$ cat src/rtl/imem_loader.sv
// Boot loader: parses a length/words/checksum byte stream into instruction-memory
// writes and holds the CPU in reset until a verified image is in place.
module imem_loader #(
   parameter logic [7:0] BASE_ADDR = 8'h00
) (
   input  logic        clk,
   input  logic        reset,
   input  logic        start,
   input  logic [7:0]  rx_data,
   input  logic        rx_valid,
   output logic        rx_ready,
   output logic        imem_we,
   output logic [7:0]  imem_addr,
   output logic [15:0] imem_wdata,
   output logic        cpu_hold,
   output logic        done,
   output logic        error
);

   typedef enum logic [2:0] {
      S_IDLE, S_LEN, S_HI, S_LO, S_WRITE, S_CSUM, S_DONE, S_ERR
   } state_t;

   state_t      state;
   logic [7:0]  sum;
   logic [7:0]  words_left;
   logic [7:0]  addr_ptr;
   logic [7:0]  hi_byte;
   logic [15:0] word_q;
   logic        take;

   // Status outputs decode the state register only, so nothing combinational
   // reaches them from rx_valid.
   assign rx_ready = (state == S_LEN) || (state == S_HI) ||
                     (state == S_LO)  || (state == S_CSUM);
   assign cpu_hold = (state != S_DONE);
   assign done     = (state == S_DONE);
   assign error    = (state == S_ERR);
   assign take     = rx_valid && rx_ready;

   always_ff @(posedge clk or posedge reset) begin
      if (reset) begin
         // NOTE: datapath registers are reset along with the state so a reset
         // mid-load leaves no half-assembled word or stale sum behind.
         state      <= S_IDLE;
         sum        <= 8'h00;
         words_left <= 8'h00;
         addr_ptr   <= BASE_ADDR;
         hi_byte    <= 8'h00;
         word_q     <= 16'h0000;
         imem_we    <= 1'b0;
         imem_addr  <= BASE_ADDR;
         imem_wdata <= 16'h0000;
      end else begin
         imem_we <= 1'b0;
         case (state)
            S_IDLE, S_DONE, S_ERR: begin
               if (start) begin
                  state    <= S_LEN;
                  sum      <= 8'h00;
                  addr_ptr <= BASE_ADDR;
               end
            end
            S_LEN: begin
               if (take) begin
                  sum        <= sum + rx_data;
                  words_left <= rx_data;
                  state      <= (rx_data == 8'd0 || rx_data > 8'd128) ? S_ERR : S_HI;
               end
            end
            S_HI: begin
               if (take) begin
                  sum     <= sum + rx_data;
                  hi_byte <= rx_data;
                  state   <= S_LO;
               end
            end
            S_LO: begin
               if (take) begin
                  sum    <= sum + rx_data;
                  word_q <= {hi_byte, rx_data};
                  state  <= S_WRITE;
               end
            end
            S_WRITE: begin
               // The strobe is registered here, so it lands one cycle after WRITE.
               imem_we    <= 1'b1;
               imem_addr  <= addr_ptr;
               imem_wdata <= word_q;
               addr_ptr   <= addr_ptr + 8'd2;
               words_left <= words_left - 8'd1;
               state      <= (words_left == 8'd1) ? S_CSUM : S_HI;
            end
            S_CSUM: begin
               if (take) state <= (rx_data == sum) ? S_DONE : S_ERR;
            end
            default: state <= S_IDLE;
         endcase
      end
   end

endmodule

$ cat config.mk
export PLATFORM = sky130hd
export DESIGN_NAME = imem_loader
export DESIGN_NICKNAME = d
export VERILOG_FILES = /design/src/rtl/imem_loader.sv
export SDC_FILE = /design/constraint.sdc
export NUM_CORES = 1
export LEC_CHECK = 0
export CORE_MARGIN = 5
export CORE_UTILIZATION = 40
export CTS_CLUSTER_SIZE = 28
export DETAILED_ROUTE_END_ITERATION = 6
export HOLD_SLACK_MARGIN = 0.06
export PLACE_DENSITY_LB_ADDON = 0.2
export SYNTH_ARGS = -nofsm -noshare
export SYNTH_HDL_FRONTEND = slang
export SYNTH_SLANG_ARGS = --single-unit
$ cat constraint.sdc
create_clock -name clk -period 2.1 [get_ports clk]
set_clock_uncertainty 0.05 [all_clocks]
set_input_delay 0.21 -clock clk [delete_from_list [all_inputs] [get_ports clk]]
set_output_delay 0.21 -clock clk [all_outputs]
set_load 0.1 [all_outputs]
; After elaboration in Yosys (flattened, before gate mapping)
; Index checks and enable logic that the tools add are counted.
[totals]
input_bits = 12
register_bits = 76
elab_cells = 63
output_inout_bits = 29
[classes]
n_lt_le_gt_ge = 1
n_addsub = 3
muxes = 16
eq_ne = 16
reduce_logical = 18
[ops]
columns = operator, count
row1 = one-hot mux 8 bit (2 select lines), 3
row2 = 2-to-1 mux 8 bit, 3
row3 = 2-to-1 mux 3 bit, 7
row4 = one-hot mux 3 bit (6 select lines), 1
row5 = equality test 3 bit (second input constant), 4
row6 = inequality test 2 bit (second input constant), 5
row7 = adder 8 x 2 -> 8 bit (second input constant), 1
row8 = adder 8 bit, 1
row9 = equality test 8 x 1 -> 1 bit (second input constant), 1
row10 = equality test 8 bit, 1
row11 = > comparator 8 bit (second input constant), 1
row12 = zero test 8 bit, 1
row13 = AND reduction 2 bit, 4
row14 = subtractor 8 x 1 -> 8 bit (second input constant), 1
row15 = equality test 3 x 2 -> 1 bit (second input constant), 2
row16 = nonzero test 2 bit, 3
row17 = OR reduction 3 bit, 2
row18 = AND reduction 5 bit, 1
row19 = logical OR 1 bit, 4
row20 = equality test 3 x 1 -> 1 bit (second input constant), 1
row21 = zero test 3 bit, 1
row22 = inequality test 3 bit (second input constant), 1
row23 = AND reduction 3 bit, 1
row24 = 2-to-1 mux 1 bit, 2
row25 = 2 further kinds, 2

; Longest topological paths before layout
[depth]
depth_word = 7
mapped_depth = 8
ltp_nobuf = 7

; Worst setup path before layout
; Ideal clock, no wire load.
[synth_path]
path_type = reg2out
from = reg state[1]
to = out cpu_hold
required_ps = 1840
path_slack_ps = -1001
path_stages_with_launch = 5
t_arrival_ps = 2841
path_cell_list = dfrtp_1 buf_4 nand2_1 nor2_1 inv_1
[synth_between]
elab_chain_len = 1
[synth_rtl]
columns = element, line
row1 = start: declaration, 24  ; state_t state;
row2 = start signal: assignment, 68  ; state <= (rx_data == 8'd0 || rx_data > 8'd128) ? S_ERR : S_HI;
row3 = start signal: assignment, 92  ; state <= (words_left == 8'd1) ? S_CSUM : S_HI;
row4 = start signal: assignment, 95  ; if (take) state <= (rx_data == sum) ? S_DONE : S_ERR;
row5 = inequality test 3 bit, 36  ; assign cpu_hold = (state != S_DONE);
row6 = end: declaration, 15  ; output logic cpu_hold,
; Every way passes these cells.

; Worst setup path in the final report
[layout_path]
from = reg sum[0]
to = reg sum[6]
[layout_between]
elab_chain_len = 3
[layout_rtl]
columns = element, line
row1 = start: declaration, 25  ; logic [7:0] sum;
row2 = start signal: assignment, 66  ; sum <= sum + rx_data;
row3 = start signal: assignment, 73  ; sum <= sum + rx_data;
row4 = start signal: assignment, 80  ; sum <= sum + rx_data;
row5 = adder 8 bit, "66, 73, 80"
row6 = 2-to-1 mux 8 bit, "65, 72, 79"
row7 = one-hot mux 8 bit (2 select lines), 56  ; case (state)
; Every way passes these cells. The select of a mux whose other input is x is not followed.
; A chain may end at the register's enable or synchronous reset.

==> impl_metrics.json <==
{
  "outcome": "complete, no violations",
  "r2r-start": "sum[0]",
  "antenna_found_initial": 0,
  "cts_buffer_depth": 2,
  "path_class": "reg2reg",
  "seq_area_frac_synth_pct": 52.2,
  "initial_utilization_pct": 40.9,
  "drv_cap": 0,
  "p_comb_share_pct": 52.5,
  "ys.flop_type": "dfrtp_1",
  "worst_r2r_path_depth": 7,
  "cts_tree": "done",
  "overflow": 0,
  "die_area_mm2": 0.0109,
  "grt_max_degree": 75,
  "grt_pass1_wl_um": 13000,
  "synth-seq-cells": 74,
  "pwr-share-seq_pct": 30.8,
  "areaGrowthSynthToFinish_pct": 27.5,
  "powerDensity_mw_per_mm2": 1760,
  "p_leak_nw": 2.18,
  "drt_first_pass_iters": 4,
  "synth_cell_types": 51,
  "fin_crit_sh_pct": 92.2,
  "ant_nets": 0,
  "synth_edf_count": 0,
  "clock-root-buffer": "clkbuf_8",
  "rrSetupSlack_ns": 0.16,
  "fin_nets": 443,
  "worst-endpoint-required_ns": 2.28,
  "cts.sinks": 74,
  "rows": 34,
  "nFillCells": 803,
  "crit_path_end_kind": "flip-flop",
  "p_switching_mw": 3.72,
  "vias": 2761,
  "drive_above_1_share_pct": 26.9,
  "hold_path_class": "in2async",
  "r2r-end": "sum[6]",
  "routed_via_density": 5.19,
  "startpoint_type": "flip-flop",
  "synth.cell_area_mm2": 0.00355,
  "startpoint": "sum[0]",
  "core_mm2": 0.00868,
  "cts_max_level": 3,
  "portBuffers": 39,
  "cp_max_fo": 2,
  "vdd_drop_max_v": 0.00110,
  "die-height_um": 104,
  "grt_pass1_vias": 2608,
  "wirelength_um": 7600,
  "cts_setup_buffers": 0,
  "p_int_mw": 4.22,
  "swShare_pct": 46.9,
  "async_flop_share_pct": 100,
  "tns_ns": 0,
  "max_freq_mhz": 516,
  "endpoint": "sum[6]",
  "timing_hold_violations_final": 0,
  "rsz0062_at_grt": "no",
  "ios": 41,
  "clk_latency_ns": 0.35,
  "synth_warnings": 0,
  "initialDrtViolationCount": 125,
  "drc_errors": 0,
  "cts_made_buffers": 9,
  "fin_crit_ns": 1.94,
  "report.final.slew_viol_count": 0,
  "grt_use_total_pct": 14.5,
  "dpl.hpwl_um": 5310,
  "syn-num-nets": 374,
  "pwr-share-clk_pct": 16.7,
  "antenna_cells": 0,
  "clkSlewWorstSetupHoldPaths_ns": 0.09,
  "worst_hold_slack_ns": 0.256,
  "wire_per_inst_um": 14.3,
  "setup_viol": 0,
  "die-width_um": 104,
  "synth.avg_cell_area_um2": 10.1,
  "gp_congestion": 0.878,
  "cts_hold_buf": 0,
  "critPathArrivalTime_ns": 2.12,
  "syn_inst": 351
}
==> flip-flops by register name (all words and copies together), names as in the netlist <==
name and flops:
imem_wdata 16, word_q 16, hi_byte 8, sum 8, words_left 8, addr_ptr 7
imem_addr 7, state 3, imem_we 1
==> cell usage in the layout, fill, tap and decap left out, types with 5 or more instances in the layout <==
cell type        netlist  routed
o21ai_0               23      22
inv_1                  8       7
nand2b_1               5       5
ha_1                  10      10
nand3_1                6       6
a21o_1                 6       6
buf_4                  2      56
dfrtp_1               74      74
a21oi_1               10      10
nor2_1                14      12
buf_12                 0       6
clkbuf_8               0       9
a211oi_1               6       5
mux2_2                24      24
nand2_1               91      91
clkdlybuf4s50_1        0      11
==> cells in the mapped netlist, drive strengths merged, types with 3 or more instances <==
master / instances / area (um^2)
nand2: 92 / 348
dfrtp: 74 / 1850
mux2: 24 / 270
o21ai: 23 / 115
nor2: 15 / 63.8
a21oi: 10 / 50.1
buf: 10 / 53.8
ha: 10 / 125
inv: 8 / 30.0
nand3: 7 / 40.0
a211oi: 6 / 45.0
a21o: 6 / 45.0
clkbuf: 5 / 18.8
nand2b: 5 / 31.3
nand4: 4 / 25.0
nor2b: 4 / 25.0
nor3: 4 / 20.0
xor2: 4 / 35.0
a22o: 3 / 26.3
and3: 3 / 18.8
nor4: 3 / 33.8
xnor2: 3 / 26.3
==> how the worst min path moves through the flow <==
| stage | from | endpoint | slack (ns) | cells past startpoint |
|---|---|---|---|---|
| after floorplan | rx_data[4] | words_left[4] | 0.28 | 2 |
| after global placement | word_q[3] | imem_wdata[3] | 0.40 | 2 |
| after detailed placement | word_q[6] | imem_wdata[6] | 0.40 | 2 |
| after CTS | reset | addr_ptr[4] | 0.27 | 3 |
| after global routing | reset | addr_ptr[5] | 0.28 | 3 |
| final | reset | addr_ptr[5] | 0.26 | 3 |
==> final cells by class <==
| type | instances | area [um^2] | area share [%] |
|---|---|---|---|
| Clock buffer | 9 | 124 | 2.74 |
| Clock inverter | 6 | 115 | 2.55 |
| Inverter | 8 | 33.8 | 0.747 |
| Multi-Input combinational cell | 254 | 1610 | 35.6 |
| Sequential cell | 74 | 1850 | 41.0 |
| Tap cell | 108 | 135 | 2.99 |
| Timing Repair Buffer | 73 | 651 | 14.4 |
==> per-stage QoR <==
stage	power, mW	instance area [um^2]	utilization [%]	setup slack, ns	instances
6_report	7.94	4520	52.1	0.163	532
5_1_grt	8.42	4520	52.1	0.0664	532
4_1_cts	8.00	4520	52.0	0.113	532
3_5_place_dp	6.65	4280	49.3	-0.236	517
3_3_place_gp	6.59	4280	49.3	-0.218	517
2_1_floorplan	5.54	3560	-	0.0845	351
==> worst max-delay path, stage by stage (launching register included) <==
cell and delay (ns):
dfrtp_1 0.39, ha_1 0.21, fa_1 0.41, a211oi_2 0.25, o21bai_1 0.10, a21oi_1 0.18, xor2_1 0.15, o21ai_0 0.09
==> power by group through the flow <==
stage / sequential (mW) / clock, mW / combinational [mW]
6_report: 2.44 / 1.32 / 4.17
5_1_grt: 2.53 / 1.41 / 4.48
4_1_cts: 2.45 / 1.36 / 4.19
3_5_place_dp: 2.48 / 0 / 4.18
3_3_place_gp: 2.45 / 0 / 4.14
2_1_floorplan: 3.78 / 0 / 1.76
==> layer usage <==
layer | global-route usage [%] | vias up | wire length [um]
met5 | 0 | - | 0
met1 | 20.0 | 1324 | 3570
met4 | 4.35 | 0 | 65
met2 | 22.1 | 66 | 3590
met3 | 4.22 | 6 | 376
li1 | - | 1365 | -
==> cells by family after synthesis <==
| family | after synthesis | share of synthesized area (%) |
|---|---|---|
| simple gates | 143 | 18.4 |
| fa+ha+maj | 11 | 4.09 |
| other cells | 1 | 0.106 |
| compound gates | 67 | 12.7 |
| mux | 25 | 7.90 |
| xor+xnor | 7 | 1.73 |
| flops | 74 | 52.2 |
| buf+inv | 23 | 2.89 |
==> what timing repair did <==
item | 4_1_cts | 5_1_grt
gates resized for setup | 0 | 1
setup endpoints to repair | 0 | 1
endpoints found under the hold margin | 0 | 0
(Power assumes the default switching activity.)
